**config.mk**
```make
export PLATFORM = sky130hd
export DESIGN_NAME = uart_inst_loader
export DESIGN_NICKNAME = d
export VERILOG_FILES = /design/src/rtl/uart_inst_loader.sv
export SDC_FILE = /design/constraint.sdc
export NUM_CORES = 1
export LEC_CHECK = 0
export BUFFER_PORTS_ARGS = -buffer_cell sky130_fd_sc_hd__buf_4
export CAP_MARGIN = 20
export CORE_ASPECT_RATIO = 1.2
export CORE_UTILIZATION = 60
export DETAILED_ROUTE_END_ITERATION = 12
export HOLD_SLACK_MARGIN = 0.12
export PLACE_DENSITY = 0.8
export SLEW_MARGIN = 25
export SYNTH_ARGS = -nofsm -noshare
export SYNTH_HDL_FRONTEND = slang
export SYNTH_SLANG_ARGS = --single-unit
```
**constraint.sdc**
```tcl
create_clock -name clk -period 6.7 [get_ports clk]
set_input_delay 0.67 -clock clk [delete_from_list [all_inputs] [get_ports clk]]
set_output_delay 0.67 -clock clk [all_outputs]
set_load 0.02 [all_outputs]
```
**src/rtl/uart_inst_loader.sv**
```systemverilog
// Boot loader: receives a framed program image over 8N1 UART and writes it into
// instruction memory, holding the core in reset until the image checksum verifies.
module uart_inst_loader #(
  parameter int CLK_FREQ    = 50000000,
  parameter int BAUD        = 115200,
  parameter int ADDR_W      = 10,
  parameter int TIMEOUT_CYC = 1000000,
  parameter int BOOT_HOLD   = 1
) (
  input  logic              clk,
  input  logic              rst,
  input  logic              uart_rx,
  input  logic              load_en,
  output logic              im_we,
  output logic [ADDR_W-1:0] im_addr,
  output logic [31:0]       im_wdata,
  output logic              cpu_rst_n,
  output logic              load_busy,
  output logic              load_done,
  output logic              load_err
);

  localparam int DIV   = CLK_FREQ / BAUD;
  localparam int HALF  = DIV / 2;
  localparam int CNT_W = $clog2(DIV);
  localparam int TO_W  = $clog2(TIMEOUT_CYC + 1);
  localparam int IDX_W = ADDR_W + 1;
  localparam logic [7:0] MAGIC = 8'hA5;

  typedef enum logic [1:0] {RX_IDLE, RX_START, RX_DATA, RX_STOP} rx_state_t;
  typedef enum logic [2:0] {S_IDLE, S_LEN_LO, S_LEN_HI, S_DATA, S_CSUM, S_DONE, S_ERR} state_t;

  rx_state_t        r_rx_state;
  logic             r_rx_s1, r_rx_s2, r_rx_prev;
  logic [CNT_W-1:0] r_rx_cnt;
  logic [2:0]       r_rx_bit;
  logic [7:0]       r_rx_shift;
  logic             r_byte_valid;
  logic             r_frame_err;

  state_t           r_state;
  logic [7:0]       r_xor;
  logic [7:0]       r_len_lo;
  logic [IDX_W-1:0] r_nwords;
  logic [IDX_W-1:0] r_widx;
  logic [1:0]       r_bidx;
  logic [23:0]      r_word;
  logic [TO_W-1:0]  r_to_cnt;

  logic             w_busy_st;
  logic             w_timeout;
  logic             w_fail;
  logic [31:0]      w_len32;
  logic             w_len_big;
  logic [IDX_W-1:0] w_widx_nxt;

  // Receiver: start bit is re-checked at mid-bit so short glitches are rejected.
  always_ff @(posedge clk or posedge rst) begin
    if (rst) begin
      r_rx_state   <= RX_IDLE;
      r_rx_s1      <= 1'b1;
      r_rx_s2      <= 1'b1;
      r_rx_prev    <= 1'b1;
      r_rx_cnt     <= '0;
      r_rx_bit     <= '0;
      r_rx_shift   <= '0;
      r_byte_valid <= 1'b0;
      r_frame_err  <= 1'b0;
    end else begin
      r_rx_s1      <= uart_rx;
      r_rx_s2      <= r_rx_s1;
      r_rx_prev    <= r_rx_s2;
      r_byte_valid <= 1'b0;
      r_frame_err  <= 1'b0;
      case (r_rx_state)
        RX_IDLE: begin
          if (r_rx_prev && !r_rx_s2) begin
            r_rx_state <= RX_START;
            r_rx_cnt   <= '0;
          end
        end
        RX_START: begin
          if (r_rx_cnt == CNT_W'(HALF - 1)) begin
            r_rx_cnt <= '0;
            r_rx_bit <= '0;
            r_rx_state <= r_rx_s2 ? RX_IDLE : RX_DATA;
          end else begin
            r_rx_cnt <= r_rx_cnt + 1'b1;
          end
        end
        RX_DATA: begin
          if (r_rx_cnt == CNT_W'(DIV - 1)) begin
            r_rx_cnt   <= '0;
            r_rx_shift <= {r_rx_s2, r_rx_shift[7:1]};
            if (r_rx_bit == 3'd7) r_rx_state <= RX_STOP;
            else r_rx_bit <= r_rx_bit + 1'b1;
          end else begin
            r_rx_cnt <= r_rx_cnt + 1'b1;
          end
        end
        RX_STOP: begin
          if (r_rx_cnt == CNT_W'(DIV - 1)) begin
            r_rx_cnt     <= '0;
            r_byte_valid <= r_rx_s2;
            r_frame_err  <= !r_rx_s2;
            r_rx_state   <= RX_IDLE;
          end else begin
            r_rx_cnt <= r_rx_cnt + 1'b1;
          end
        end
        default: r_rx_state <= RX_IDLE;
      endcase
    end
  end

  assign w_len32    = {16'd0, r_rx_shift, r_len_lo};
  assign w_len_big  = w_len32 > (32'd1 << ADDR_W);
  assign w_widx_nxt = r_widx + 1'b1;

  // All paths into ERR are merged here so the sequential block only handles success.
  always_comb begin
    w_busy_st = (r_state == S_LEN_LO) || (r_state == S_LEN_HI) ||
                (r_state == S_DATA)   || (r_state == S_CSUM);
    w_timeout = (r_to_cnt == TO_W'(TIMEOUT_CYC - 1)) && !r_byte_valid;
    w_fail    = w_busy_st && (r_frame_err || !load_en || w_timeout);
    if (r_byte_valid && (r_state == S_LEN_HI) && w_len_big) w_fail = 1'b1;
    if (r_byte_valid && (r_state == S_CSUM) && (r_rx_shift != r_xor)) w_fail = 1'b1;
  end

  always_ff @(posedge clk or posedge rst) begin
    if (rst) begin
      r_state   <= S_IDLE;
      im_we     <= 1'b0;
      im_addr   <= '0;
      im_wdata  <= '0;
      cpu_rst_n <= (BOOT_HOLD == 0);
      load_busy <= 1'b0;
      load_done <= 1'b0;
      load_err  <= 1'b0;
      r_xor     <= '0;
      r_len_lo  <= '0;
      r_nwords  <= '0;
      r_widx    <= '0;
      r_bidx    <= '0;
      r_word    <= '0;
      r_to_cnt  <= '0;
    end else begin
      im_we <= 1'b0;
      if (w_busy_st && !r_byte_valid) r_to_cnt <= r_to_cnt + 1'b1;
      else r_to_cnt <= '0;

      if (w_fail) begin
        r_state   <= S_ERR;
        load_err  <= 1'b1;
        load_done <= 1'b0;
        load_busy <= 1'b0;
        cpu_rst_n <= 1'b0;
      end else if (r_byte_valid) begin
        case (r_state)
          S_IDLE, S_DONE, S_ERR: begin
            if (load_en && (r_rx_shift == MAGIC)) begin
              r_state   <= S_LEN_LO;
              load_done <= 1'b0;
              load_err  <= 1'b0;
              load_busy <= 1'b1;
              cpu_rst_n <= 1'b0;
              r_xor     <= '0;
              r_widx    <= '0;
              r_bidx    <= '0;
            end
          end
          S_LEN_LO: begin
            r_len_lo <= r_rx_shift;
            r_xor    <= r_xor ^ r_rx_shift;
            r_state  <= S_LEN_HI;
          end
          S_LEN_HI: begin
            r_xor    <= r_xor ^ r_rx_shift;
            r_nwords <= IDX_W'(w_len32);
            r_state  <= (w_len32 == '0) ? S_CSUM : S_DATA;
          end
          S_DATA: begin
            r_xor  <= r_xor ^ r_rx_shift;
            r_bidx <= r_bidx + 1'b1;
            if (r_bidx == 2'd3) begin
              im_we    <= 1'b1;
              im_addr  <= r_widx[ADDR_W-1:0];
              im_wdata <= {r_rx_shift, r_word};
              r_widx   <= w_widx_nxt;
              if (w_widx_nxt == r_nwords) r_state <= S_CSUM;
            end else begin
              r_word <= {r_rx_shift, r_word[23:8]};
            end
          end
          S_CSUM: begin
            r_state   <= S_DONE;
            load_done <= 1'b1;
            load_busy <= 1'b0;
            cpu_rst_n <= 1'b1;
          end
          default: r_state <= S_IDLE;
        endcase
      end
    end
  end

endmodule
```
==> reports/summary.txt, run 1 <==
Outcome - finished clean
Initial antenna violation count - 0
Worst clock skew - 8.552 ps
Placed cell areas - 7829 um2
Postcts setup bufs - 0
Rel. slew slack - 42.30%
Final Max Slew Viols - 0
Die width - 103.3 um
Register area share after synthesis - 54.23%
DIE HEIGHT - 123.6 um
Max VDD drop - 0.1867 mV
Hpwl dp - 9817 um
Synth-to-Final Area Change - 13.90%
Most frequent cells in the layout - dfrtp_1 (157), mux2_2 (85), buf_4 (52)
Nets - 672
Fin area - 8417 um2
Post-Syn Area per Cell - 11.92 um2
Cell Rows - 44
Worst R2R Setup Slack - 3930 ps
Die footprint - 12770 um2
Mapped Area - 7390 um2
First-pass GRT wire length - 23790 um
Tmin final - 2768 ps
WL/cell - 17.43 um
P per Cell Area - 244.8 nW/um2
Clock Pin Slew Worst Setup and Hold Paths - 60 ps
RSZ-0062 raised after global routing - false
Worst-case clock buffer depth - 2
Max frequency - 361.3 MHz
Residual DRC - 0
Starting Density - 61.29%
Top Ports - 51
Top_reg_cell synth - dfrtp_1
CTS sink cnt - 160
Post-synth EDFFs - 0
CTS resizes - 0
Commonest non-fill, non-tap cell in the layout - dfrtp_1
Worst r2r path cells - 6
CTS Root Cell - clkbuf_16
Total congestion overflow - 0
Crit path required time - 6980 ps
Vias in the first global route - 4998
Final setup TNS - 0 ps
Placeable core region - 12060 um2
Final setup fails - 0
TritonCTS clock tree - yes
Distinct cells, synth - 60
Cells after Synth - 620
Hold slack - 320.1 ps
Final WL - 14540 um
WP data arrival - 3040 ps
Total track usage - 24.71%
Synth Register Bits - 160
Detail Route Antenna Nets - 0
Drt first pass iters - 5
Fraction of layout cells with a size suffix above 1 - 27.19%
Final hold vios - 0
R2R Path Start - r_widx[0]
Worst-Skew Late Latency - 430 ps
LEAKAGE - 4.057 nW
Layout Cells excl Fill - 834
Synth async-reset ratio - 100.0%
Vias per std cell - 6.008
Worst reg2reg path endpoint - r_state[1]
Worst-Margin Slew - 862.3 ps
GP Congestion - 0.8448
Post-CTS Hold Buffers - 0
I/O Buffers - 50
Placed cell count - 802
Via Count - 5011
Clock H-tree levels - 4
Layout Utilization - 69.81%
Setup CP Type - reg2reg
Worst setup EP type - register
ANT cells - 0
TritonCTS Buffers - 17
Crit-path max FO - 8
Worst hold path class - in2async
First-iteration detailed-routing DRC count - 279
Syn Nets - 632
Max Cap Viol - 0
Yosys Warn Count - 0
CP Launch Type - register
Tcrit/Tclk final - 41.31%
Pin count of the biggest net entering global routing - 93
[layout make-up]
class                   count  area [um2]
clock inverters            14       147.6
flip-flops and latches    160        4008
inverters                  10       42.54
well taps                 161       201.4
clock buffers              18       439.2
fillers                   856        3640
multi-input cells         417        3166
repair buffers             54       412.9
[cells by family after synthesis]
| family | after synthesis | share of synthesized area (%) |
|---|---|---|
| and+or+nand+nor | 179 | 13.33 |
| DFF | 160 | 54.23 |
| muxes | 97 | 14.75 |
| AOI/OAI and AO/OA | 94 | 8.771 |
| buffers and inverters | 43 | 2.946 |
| xor gates and xnor gates | 39 | 4.622 |
| adders and majority gates | 8 | 1.355 |
[layer usage]
layer	GRT usage [%]	wire, um
met1	30.61	6151
met2	41.96	7496
met4	9.331	265
met5	0	0
met3	5.892	624
[registers in the layout, indices dropped and copies added, names as in the netlist, 2 cells and up, named ones only]
signal,count
r_rx_bit,3
im_wdata,32
r_state,3
r_rx_cnt,9
im_addr,10
r_nwords,11
r_rx_shift,8
r_to_cnt,20
r_word,24
r_widx,11
r_xor,8
r_bidx,2
r_len_lo,8
[how the worst max path moves through the flow]
stage,endpoint,from,depth (start not counted),slack (ps)
2_1_floorplan,async pin,rst,1,1720
3_3_place_gp,r_widx[7],r_rx_shift[2],7,3480
3_5_place_dp,r_word[9],r_rx_shift[7],6,3820
4_1_cts,r_word[9],r_rx_shift[7],6,3820
5_1_grt,r_xor[3],r_rx_shift[4],5,3790
6_report,r_state[1],r_widx[0],6,3930
[cells in the mapped netlist (2+ instances only)]
library cell	count	area share, %
mux2_2	85	13
mux2_1	10	1.5
nor3_1	13	0.88
o21bai_1	7	0.71
a31oi_1	4	0.34
buf_2	4	0.27
dfrtp_1	157	53
buf_6	5	0.76
a21oi_1	13	0.88
o31ai_1	3	0.30
o2111ai_1	2	0.24
nand4_1	15	1.3
xor2_1	17	2.0
o211ai_1	2	0.20
clkbuf_2	2	0.14
o21ai_0	25	1.7
clkbuf_1	18	0.91
inv_1	10	0.51
mux2i_1	2	0.27
nand2b_1	19	1.6
buf_4	3	0.30
a211oi_1	2	0.20
a21o_1	8	0.81
a211o_1	5	0.59
or3_1	4	0.34
and2_1	3	0.25
nor2b_1	6	0.51
o22ai_1	2	0.17
nand3_1	20	1.4
nor4_1	11	0.93
ha_1	8	1.4
a22o_1	12	1.4
and3_1	16	1.4
xnor2_1	22	2.6
nor2_1	34	1.7
or4_1	3	0.30
nand2_1	23	1.2
dfstp_2	3	1.1
[per-stage QoR]
| step | total power, W | setup WS [ps] |
|---|---|---|
| global route | 0.002132 | 3794 |
| floorplan | 0.001105 | 1715 |
| finish | 0.002061 | 3932 |
| CTS | 0.002077 | 3819 |
| global placement | 0.001124 | 3480 |
| detailed placement | 0.001132 | 3818 |
[where the power goes]
group          internal [W]  switching [W]   total, W
logic             0.0000337      0.0000485  0.0000822
registers          0.000992      0.0000368    0.00103
clock network      0.000534       0.000416   0.000950
[worst max-delay path, stage by stage (launching register included)]
cell       delay (ps)
dfrtp_1           470
ha_1              340
or4b_1            560
o311ai_1          240
o2111ai_1         230
o41ai_1           640
nand3b_1          150
(Power assumes the default switching activity.)
==> run 2: changes to the inputs <==
--- a/config.mk
+++ b/config.mk
@@ -8,10 +8,10 @@
 export BUFFER_PORTS_ARGS = -buffer_cell sky130_fd_sc_hd__buf_4
 export CAP_MARGIN = 20
 export CORE_ASPECT_RATIO = 1.2
-export CORE_UTILIZATION = 60
+export CORE_UTILIZATION = 54
 export DETAILED_ROUTE_END_ITERATION = 12
 export HOLD_SLACK_MARGIN = 0.12
-export PLACE_DENSITY = 0.8
+export PLACE_DENSITY = 0.76
 export SLEW_MARGIN = 25
 export SYNTH_ARGS = -nofsm -noshare
 export SYNTH_HDL_FRONTEND = slang
==> constraint.sdc (replaced) <==
create_clock -name clk -period 2.4 [get_ports clk]
set_input_delay 0.24 -clock clk [delete_from_list [all_inputs] [get_ports clk]]
set_output_delay 0.24 -clock clk [all_outputs]
set_load 0.02 [all_outputs]
==> run 2 against run 1 <==
Setup slack lost 3900 ps. Sequential power grew to 2.8 times the previous value. Utilization shrank 3.6 points. Register-to-register slack lost 3900 ps. First-iteration DRC count shrank 11%. Hold slack gained 38 ps. Critical path depth is the same. Final cell count grew 5.0%. Critical endpoint is now r_state[2]. Global-route usage shrank 1.0 points. Combinational power grew to 3.0 times the previous value.
==> reports/summary.txt, run 2 (same netlist as run 1, synthesis figures left out) <==
Outcome - finished clean
TritonCTS Buffers - 17
Vias in the first global route - 5090
TritonCTS clock tree - yes
Cells along the critical path - ha_1 > or4b_4 > o311ai_4 > o2111ai_2 > or4_1 > o211ai_1
Setup slack after layout - 70.91 ps
Fraction of layout cells with a size suffix above 1 - 31.50%
Slowest-stage cell, CP - or4b_4
Nets - 707
I/O Buffers - 50
Worst clock skew - 9.212 ps
Total track usage - 23.69%
Max Cap Viol - 0
Worst-case clock buffer depth - 2
CP bufs+invs - 0
First-pass GRT wire length - 25360 um
LEAKAGE - 4.254 nW
Vias per std cell - 5.781
Cell Rows - 46
Tmin final - 2329 ps
Clock Pin Slew Worst Setup and Hold Paths - 60 ps
Final Max Slew Viols - 0
Via Count - 5064
WP data arrival - 2670 ps
Crit path required time - 2740 ps
First-iteration detailed-routing DRC count - 249
Commonest non-fill, non-tap cell in the layout - dfrtp_1
WL/cell - 17.56 um
Final hold vios - 0
Layout Utilization - 66.19%
CTS sink cnt - 160
CP top delay family - simple AND/OR/NAND/NOR gates
Tcrit/Tclk final - 97.05%
GP Congestion - 0.8554
Total congestion overflow - 0
Worst-Margin Slew - 879.0 ps
Fillers - 986
Residual DRC - 0
Die footprint - 14160 um2
Worst setup EP type - register
P per Cell Area - 668.6 nW/um2
Crit-path max FO - 2
Hpwl dp - 10630 um
Worst hold path class - reg2reg
Initial antenna violation count - 0
Starting Density - 55.58%
Slowest stage delay, CP - 550 ps
Drt first pass iters - 4
Detail Route Antenna Nets - 0
Worst-Skew Late Latency - 430 ps
Max frequency - 429.4 MHz
Hold slack - 357.8 ps
Die width - 108.8 um
ANT cells - 0
Synth-to-Final Area Change - 19.08%
Most frequent cells in the layout - dfrtp_1 (156), mux2_2 (85), buf_4 (84)
Top Ports - 51
Final setup fails - 0
Placeable core region - 13300 um2
Final WL - 15380 um
Max reg flops - 32
Max VDD drop - 0.5562 mV
Setup CP Type - reg2reg
CTS Root Cell - clkbuf_16
Rel. slew slack - 41.40%
CP Launch Type - register
Largest regs - im_wdata: 32 flops, r_word: 24 flops, r_to_cnt: 20 flops
Largest Register - im_wdata
DIE HEIGHT - 130.1 um
Place WS - 23.20 ps
Pin count of the biggest net entering global routing - 161
Clock H-tree levels - 4
[run 2: path summary, 6_finish.rpt]
| path | to | start | slack, ps | depth (start not counted) |
|---|---|---|---|---|
| worst max-delay path | r_state[2] | r_widx[0] | 70 | 6 |
| worst min-delay path | r_rx_s2 | r_rx_s1 | 360 | 0 |
| worst max register to register | r_state[2] | r_widx[0] | 70 | 6 |
| worst min register to register | r_rx_s2 | r_rx_s1 | 360 | 0 |
| max in group asynchronous | r_rx_shift[1] | rst | 1070 | 4 |
| min in group asynchronous | im_wdata[23] | rst | 580 | 4 |
[run 2: layout make-up]
| type | instances | area (um2) | share of cell area (%) |
|---|---|---|---|
| flip-flops and latches | 160 | 4009 | 45.56 |
| multi-input cells | 417 | 3214 | 36.53 |
| repair buffers | 89 | 710.7 | 8.076 |
| clock buffers | 20 | 466.7 | 5.304 |
| well taps | 168 | 210.2 | 2.389 |
| clock inverters | 12 | 147.6 | 1.678 |
| inverters | 10 | 41.29 | 0.4692 |
[run 2: metrics by stage]
stage | setup TNS (ps) | cells | cell area, um2 | total power, W
3_3_place_gp | 0 | 840 | 8099 | 0.003141
5_1_grt | -33.42 | 876 | 8800 | 0.006093
4_1_cts | 0 | 874 | 8733 | 0.005940
2_1_floorplan | 0 | 620 | 7393 | 0.003086
6_report | 0 | 876 | 8800 | 0.005884
3_5_place_dp | 0 | 840 | 8099 | 0.003169
[run 2: timing repair]
action	CTS	global route
hold endpoints to repair	42	0
gates resized for setup	0	9
hold buffers	2	0
buffers inserted	0	2
endpoints found under the setup margin	0	36
[run 2: report_power, final]
part / switching [W] / leakage (nW) / internal (W)
clock: 0.00112 / 0.296 / 0.00164
combinational: 0.000148 / 1.77 / 0.0000996
sequential: 0.000105 / 2.19 / 0.00277
[run 2: metal layers]
metal	vias to the layer above	global-route usage (%)	wire length (um)
li1	2382	-	-
met2	91	39.99	7986
met5	-	0	0
met4	0	11.13	362
met3	29	4.496	478
met1	2562	29.36	6552
